### config.mk
export PLATFORM = sky130hd
export DESIGN_NAME = dmem_responder_flat
export DESIGN_NICKNAME = d
export VERILOG_FILES = /design/src/rtl/riscv_mem_pkg.sv /design/src/rtl/dmem_responder_if.sv /design/src/rtl/dmem_lane_align.sv /design/src/rtl/dmem_responder.sv /design/src/flat_wrapper.sv
export SDC_FILE = /design/constraint.sdc
export NUM_CORES = 2
export LEC_CHECK = 0
export CAP_MARGIN = 10
export CORE_MARGIN = 10
export CORE_UTILIZATION = 38
export CTS_CLUSTER_SIZE = 30
export DETAILED_ROUTE_END_ITERATION = 7
export GPL_ROUTABILITY_DRIVEN = 0
export PLACE_DENSITY_LB_ADDON = 0.08
export SYNTH_ARGS = -nofsm -noshare
export SYNTH_HDL_FRONTEND = slang
export SYNTH_HIERARCHICAL = 1
export SYNTH_SLANG_ARGS = --single-unit
export TNS_END_PERCENT = 20
### constraint.sdc
create_clock -name clk -period 3.7 [get_ports clk]
set_input_delay 0.74 -clock clk [delete_from_list [all_inputs] [get_ports clk]]
set_output_delay 0.74 -clock clk [all_outputs]
set_load 0.05 [all_outputs]
### src/rtl/riscv_mem_pkg.sv
// Shared definitions for the data-memory responder: funct3 codes, FSM states and
// access-size decode.
package riscv_mem_pkg;

  localparam logic [2:0] F3_B  = 3'b000;
  localparam logic [2:0] F3_H  = 3'b001;
  localparam logic [2:0] F3_W  = 3'b010;
  localparam logic [2:0] F3_BU = 3'b100;
  localparam logic [2:0] F3_HU = 3'b101;

  typedef enum logic [1:0] {
    IDLE,
    SECOND,
    RESP
  } state_e;

  // Access size in bytes; 0 marks an unsupported funct3 for the given direction.
  function automatic logic [2:0] size_of(input logic we, input logic [2:0] f3);
    case (f3)
      F3_B:    return 3'd1;
      F3_H:    return 3'd2;
      F3_W:    return 3'd4;
      F3_BU:   return we ? 3'd0 : 3'd1;
      F3_HU:   return we ? 3'd0 : 3'd2;
      default: return 3'd0;
    endcase
  endfunction

endpackage

### src/rtl/dmem_responder_if.sv
// Request/response bus between the datapath (master) and the data-memory responder (slave).
interface dmem_responder_if #(
  parameter int unsigned WIDTH = 32,
  parameter int unsigned DADDR = 5
);
  logic             req_valid;
  logic             req_ready;
  logic             req_we;
  logic [2:0]       req_funct3;
  logic [DADDR+1:0] req_addr;
  logic [WIDTH-1:0] req_wdata;
  logic             rsp_valid;
  logic [WIDTH-1:0] rsp_rdata;
  logic             rsp_err;

  modport master (
    output req_valid, req_we, req_funct3, req_addr, req_wdata,
    input  req_ready, rsp_valid, rsp_rdata, rsp_err
  );

  modport slave (
    input  req_valid, req_we, req_funct3, req_addr, req_wdata,
    output req_ready, rsp_valid, rsp_rdata, rsp_err
  );
endinterface

### src/rtl/dmem_lane_align.sv
// Byte-lane steering for a possibly word-crossing access: store enables/data over a
// two-word window and extracted, extended load data.
module dmem_lane_align
  import riscv_mem_pkg::*;
(
  input  logic [2:0]  funct3_i,
  input  logic        we_i,
  input  logic [1:0]  offset_i,
  input  logic [31:0] wdata_i,
  input  logic [31:0] lo_i,
  input  logic [31:0] hi_i,
  output logic [2:0]  size_o,
  output logic [7:0]  be_o,
  output logic [63:0] wdata_o,
  output logic [31:0] rdata_o
);

  logic [3:0]  mask;
  logic [31:0] wmask;
  logic [31:0] window;

  always_comb begin
    size_o = size_of(we_i, funct3_i);
    mask   = 4'b0000;
    wmask  = 32'h0;
    case (size_o)
      3'd1:    begin mask = 4'b0001; wmask = 32'h0000_00ff; end
      3'd2:    begin mask = 4'b0011; wmask = 32'h0000_ffff; end
      3'd4:    begin mask = 4'b1111; wmask = 32'hffff_ffff; end
      default: begin mask = 4'b0000; wmask = 32'h0; end
    endcase

    be_o    = {4'b0000, mask} << offset_i;
    wdata_o = {32'h0, wdata_i & wmask} << {offset_i, 3'b000};

    // Low 32 bits of the shifted window always hold the addressed bytes.
    window  = 32'({hi_i, lo_i} >> {offset_i, 3'b000});
    case (funct3_i)
      F3_B:    rdata_o = {{24{window[7]}}, window[7:0]};
      F3_H:    rdata_o = {{16{window[15]}}, window[15:0]};
      F3_W:    rdata_o = window;
      F3_BU:   rdata_o = {24'h0, window[7:0]};
      F3_HU:   rdata_o = {16'h0, window[15:0]};
      default: rdata_o = 32'h0;
    endcase
  end

endmodule

### src/rtl/dmem_responder.sv
// Data-memory responder: owns the word array and serves byte/half/word loads and stores,
// splitting word-crossing accesses into two word accesses.
module dmem_responder
  import riscv_mem_pkg::*;
#(
  parameter int unsigned WIDTH = 32,
  parameter int unsigned DADDR = 5
) (
  input  logic           clk,
  input  logic           reset,
  dmem_responder_if.slave bus
);

  localparam int unsigned Depth = 2 ** DADDR;

  logic [WIDTH-1:0] mem_q [Depth];

  state_e           state_q, state_d;
  logic             we_q, err_q;
  logic [2:0]       f3_q;
  logic [1:0]       off_q;
  logic [DADDR-1:0] w_q;
  logic [31:0]      wdata_q, lo_q, hi_q;

  logic             idle, accept, err_now, split_now;
  logic [DADDR-1:0] w_now, w_next;
  logic             ln_we;
  logic [2:0]       ln_f3, ln_size;
  logic [1:0]       ln_off;
  logic [31:0]      ln_wdata, ln_rdata;
  logic [7:0]       ln_be;
  logic [63:0]      ln_wd;

  logic             mem_we;
  logic [DADDR-1:0] mem_idx;
  logic [3:0]       mem_be;
  logic [31:0]      mem_wd;

  assign idle   = (state_q == IDLE);
  assign accept = idle && bus.req_valid && !reset;
  assign w_now  = bus.req_addr[DADDR+1:2];
  assign w_next = w_q + {{(DADDR-1){1'b0}}, 1'b1};

  // Live request fields steer the lanes in IDLE, the latched ones afterwards.
  assign ln_we    = idle ? bus.req_we               : we_q;
  assign ln_f3    = idle ? bus.req_funct3           : f3_q;
  assign ln_off   = idle ? bus.req_addr[1:0]        : off_q;
  assign ln_wdata = idle ? bus.req_wdata            : wdata_q;

  dmem_lane_align u_lane_align (
    .funct3_i (ln_f3),
    .we_i     (ln_we),
    .offset_i (ln_off),
    .wdata_i  (ln_wdata),
    .lo_i     (lo_q),
    .hi_i     (hi_q),
    .size_o   (ln_size),
    .be_o     (ln_be),
    .wdata_o  (ln_wd),
    .rdata_o  (ln_rdata)
  );

  assign err_now   = (ln_size == 3'd0);
  assign split_now = !err_now && (({2'b00, ln_off} + {1'b0, ln_size}) > 4'd4);

  always_comb begin
    state_d = state_q;
    unique case (state_q)
      IDLE:    if (bus.req_valid) state_d = split_now ? SECOND : RESP;
      SECOND:  state_d = RESP;
      RESP:    state_d = IDLE;
      default: state_d = IDLE;
    endcase
  end

  always_comb begin
    mem_we  = 1'b0;
    mem_idx = w_now;
    mem_be  = 4'b0000;
    mem_wd  = 32'h0;
    if (accept && bus.req_we && !err_now) begin
      mem_we  = 1'b1;
      mem_idx = w_now;
      mem_be  = ln_be[3:0];
      mem_wd  = ln_wd[31:0];
    end else if ((state_q == SECOND) && we_q && !reset) begin
      mem_we  = 1'b1;
      mem_idx = w_next;
      mem_be  = ln_be[7:4];
      mem_wd  = ln_wd[63:32];
    end
  end

  always_ff @(posedge clk) begin
    if (reset) begin
      state_q <= IDLE;
      we_q    <= 1'b0;
      err_q   <= 1'b0;
      f3_q    <= 3'b000;
      off_q   <= 2'b00;
      w_q     <= '0;
      wdata_q <= 32'h0;
    end else begin
      state_q <= state_d;
      if (accept) begin
        we_q    <= bus.req_we;
        err_q   <= err_now;
        f3_q    <= bus.req_funct3;
        off_q   <= bus.req_addr[1:0];
        w_q     <= w_now;
        wdata_q <= bus.req_wdata;
      end
    end
  end

  // Storage and read-data registers are deliberately left out of reset.
  always_ff @(posedge clk) begin
    if (mem_we) begin
      for (int b = 0; b < 4; b++) begin
        if (mem_be[b]) mem_q[mem_idx][8*b +: 8] <= mem_wd[8*b +: 8];
      end
    end
    if (accept) lo_q <= mem_q[w_now];
    if (state_q == SECOND && !reset) hi_q <= mem_q[w_next];
  end

  assign bus.req_ready = idle && !reset;
  assign bus.rsp_valid = (state_q == RESP) && !reset;
  assign bus.rsp_err   = bus.rsp_valid && err_q;
  assign bus.rsp_rdata = (bus.rsp_valid && !we_q && !err_q) ? ln_rdata : 32'h0;

endmodule

### src/flat_wrapper.sv
// flat-port wrapper written by rule: the top's interface ports become plain ports
module dmem_responder_flat import riscv_mem_pkg::*;
#(
  parameter int unsigned WIDTH = 32,
  parameter int unsigned DADDR = 5
)
  (clk, reset, bus_req_valid, bus_req_we, bus_req_funct3, bus_req_addr, bus_req_wdata, bus_req_ready, bus_rsp_valid, bus_rsp_rdata, bus_rsp_err);
  dmem_responder_if #(.WIDTH(WIDTH), .DADDR(DADDR)) bus_i ();
  input  logic clk;
  input  logic reset;
  input wire logic [$bits(bus_i.req_valid)-1:0] bus_req_valid;
  input wire logic [$bits(bus_i.req_we)-1:0] bus_req_we;
  input wire logic [$bits(bus_i.req_funct3)-1:0] bus_req_funct3;
  input wire logic [$bits(bus_i.req_addr)-1:0] bus_req_addr;
  input wire logic [$bits(bus_i.req_wdata)-1:0] bus_req_wdata;
  output wire logic [$bits(bus_i.req_ready)-1:0] bus_req_ready;
  output wire logic [$bits(bus_i.rsp_valid)-1:0] bus_rsp_valid;
  output wire logic [$bits(bus_i.rsp_rdata)-1:0] bus_rsp_rdata;
  output wire logic [$bits(bus_i.rsp_err)-1:0] bus_rsp_err;
  assign bus_i.req_valid = bus_req_valid;
  assign bus_i.req_we = bus_req_we;
  assign bus_i.req_funct3 = bus_req_funct3;
  assign bus_i.req_addr = bus_req_addr;
  assign bus_i.req_wdata = bus_req_wdata;
  assign bus_req_ready = bus_i.req_ready;
  assign bus_rsp_valid = bus_i.rsp_valid;
  assign bus_rsp_rdata = bus_i.rsp_rdata;
  assign bus_rsp_err = bus_i.rsp_err;
  dmem_responder #(.WIDTH(WIDTH), .DADDR(DADDR)) u_core (.clk(clk), .reset(reset), .bus(bus_i));
endmodule
==> metrics.txt <==
DR WL met2 80600 um; worst min path class flop to flop; Die H 397 um; Detail Placement HPWL 118000 um; Req. time, crit path 2.96 ns; Slew Limit Fails 0; Die ar. 158000 um^2; synthesized netlist cell count 2969; # clock sinks 1126; met3 routed WL approximately 12000 um; top routing layer in use met5; Reg clk slew, reported paths ~0.060 ns; Area Overhead vs Synth 18.3%; Critical Path AT 3.00 ns; DIE WIDTH 397 um; worst skew pair latency 0.73 ns; crit path kind flop to primary output; Post-CTS Hold Buffers 0; clk_skew 0.0288 ns; status complete, but fails checks; Tmin final 3.74 ns; starting density of the core 0.382; Peak VDD IR 0.353 mV; number of core rows 138; Inserted Diodes 0; vias 31312; Worst Tran Pin Value 1.20 ns; critical path fanouts, max 8; Max-Slew Margin vs Limit 0.203; Worst Path Buf+Inv 3; antenna viol nets, final 0; Setup TNS -0.279 ns; wl on met1 ~75000 um; pwr/cell area approximately 450 nW/um^2; Setup crit end kind primary output; hold_ws 0.454 ns; vias in the first global route 32275; Clock H-tree levels 3; RSZ-0062 raised after global routing true; overall routing resource usage 0.216; grt ovf 0; Vias/cell a little under 6; Slowest cell on crit path mux2_4; DRC Markers 0; Final Cycle Share 1.01; crit path launch type flop; nets@finish 3355; I/O pins 81; crit-path leading delay family multiplexers; layout cell share with drive strength beyond 1 0.384; syn_area_per_cell 18.2 um^2; CP most frequent cell mux2_4; drt pass-1 iters 5; initial antenna violation count 8; CTS max path bufs 3; WL per Instance 32.7 um; CTS tree built; Final Power 28.8 mW; Pleak 18.1 nW; Fin. Hold Viols 0; first-pass GRT wire length 247000 um; cts bufs inserted roughly 120; drt total wl 173000 um; Setup WS post-layout -0.0358 ns; fmax 268 MHz; Root Driver clkbuf_16; port bufs 80; CP cell instances nor2_4 > buf_6 > mux2_4 > mux2_4 > or3_4 > o2111ai_4 > buf_8 > nand2_1 > and2_4 > buf_12; slowest stage delay, CP 0.36 ns; Final setup viols 15; Max Cap Viol 0; mapped cell area between 50000 and 60000 um^2; core area 141000 um^2; maximum number of pins on one net before global-route repair 64; initial DRC count 3376; failing checks setup timing; YS warnings 6
==> layout make-up <==
cell class / instances / area, um^2
multi-input cells: 1571 / 19200
well taps: 1890 / 2360
clock inverters: 77 / 880
inverters: 12 / 50.0
flip-flops and latches: 1126 / 33400
clock buffers: 143 / 3110
repair buffers: 473 / 4920
fillers: 12024 / 77500
==> routing by layer <==
metal	vias up	GRT usage
met5	-	0
met4	6	0.0654
met3	223	0.0369
met2	1422	0.339
met1	16703	0.309
li1	12958	-
==> worst paths after layout <==
kind / startpoint / slack [ns] / end / depth (start not counted)
worst max-delay path: u_core/state_q[0] / -0.04 / bus_rsp_rdata[22] / 10
worst max register to register: u_core/state_q[0] / 0.28 / u_core/mem_q[2][1] / 10
worst min-delay path: u_core/wdata_q[25] / 0.45 / u_core/wdata_q[25] / 2
worst min register to register: u_core/wdata_q[25] / 0.45 / u_core/wdata_q[25] / 2
==> cell usage in the layout (no fill, tap or decap), drive strengths merged, types with 74 or more instances in the layout <==
master / instances
buf: 430
a21oi: 101
and2: 82
mux4: 476
mux2: 122
nor3: 74
clkbuf: 144
nor2: 101
nand2: 153
mux2i: 233
edfxtp: 1080
==> per-stage QoR <==
step / instances / cell area [um^2] / util / setup slack, ns
after global placement: 5061 / 59600 / 0.422 / -0.303
after floorplan: 2977 / 54000 / - / -0.200
final: 5292 / 63900 / 0.452 / -0.0358
after CTS: 5291 / 63800 / 0.451 / -0.0840
after global routing: 5292 / 63900 / 0.452 / -0.109
after detailed placement: 5061 / 59600 / 0.422 / -0.315
==> report_power, final <==
group | leakage, nW | internal (mW) | total [mW] | switching [mW]
Clock | 1.95 | 7.29 | 12.4 | 5.09
Sequential | 8.09 | 13.9 | 13.9 | 0.0717
Combinational | 8.02 | 1.00 | 2.46 | 1.46
Total | 18.1 | 22.2 | 28.8 | 6.62
==> flip-flops by register name, summed over array words and instances (netlist names), 2 cells and up <==
name            cells
u_core/mem_q     1024
u_core/lo_q        32
u_core/wdata_q     32
u_core/hi_q        24
u_core/w_q          5
u_core/f3_q         3
u_core/off_q        2
u_core/state_q      2
==> tightest hold or removal path, stage by stage, from the launching register on <==
cell     delay [ns]
dfxtp_1        0.31
nand2_1        0.05
a21oi_1        0.05
==> what timing repair did <==
| item | in CTS | in global routing |
|---|---|---|
| resized for setup | 42 | 13 |
| setup buffers | 10 | 1 |
| hold endpoints to repair | 0 | 0 |
| endpoints found under the setup margin | 32 | 26 |
| pin swaps | 2 | 2 |
(Power assumes the default switching activity.)
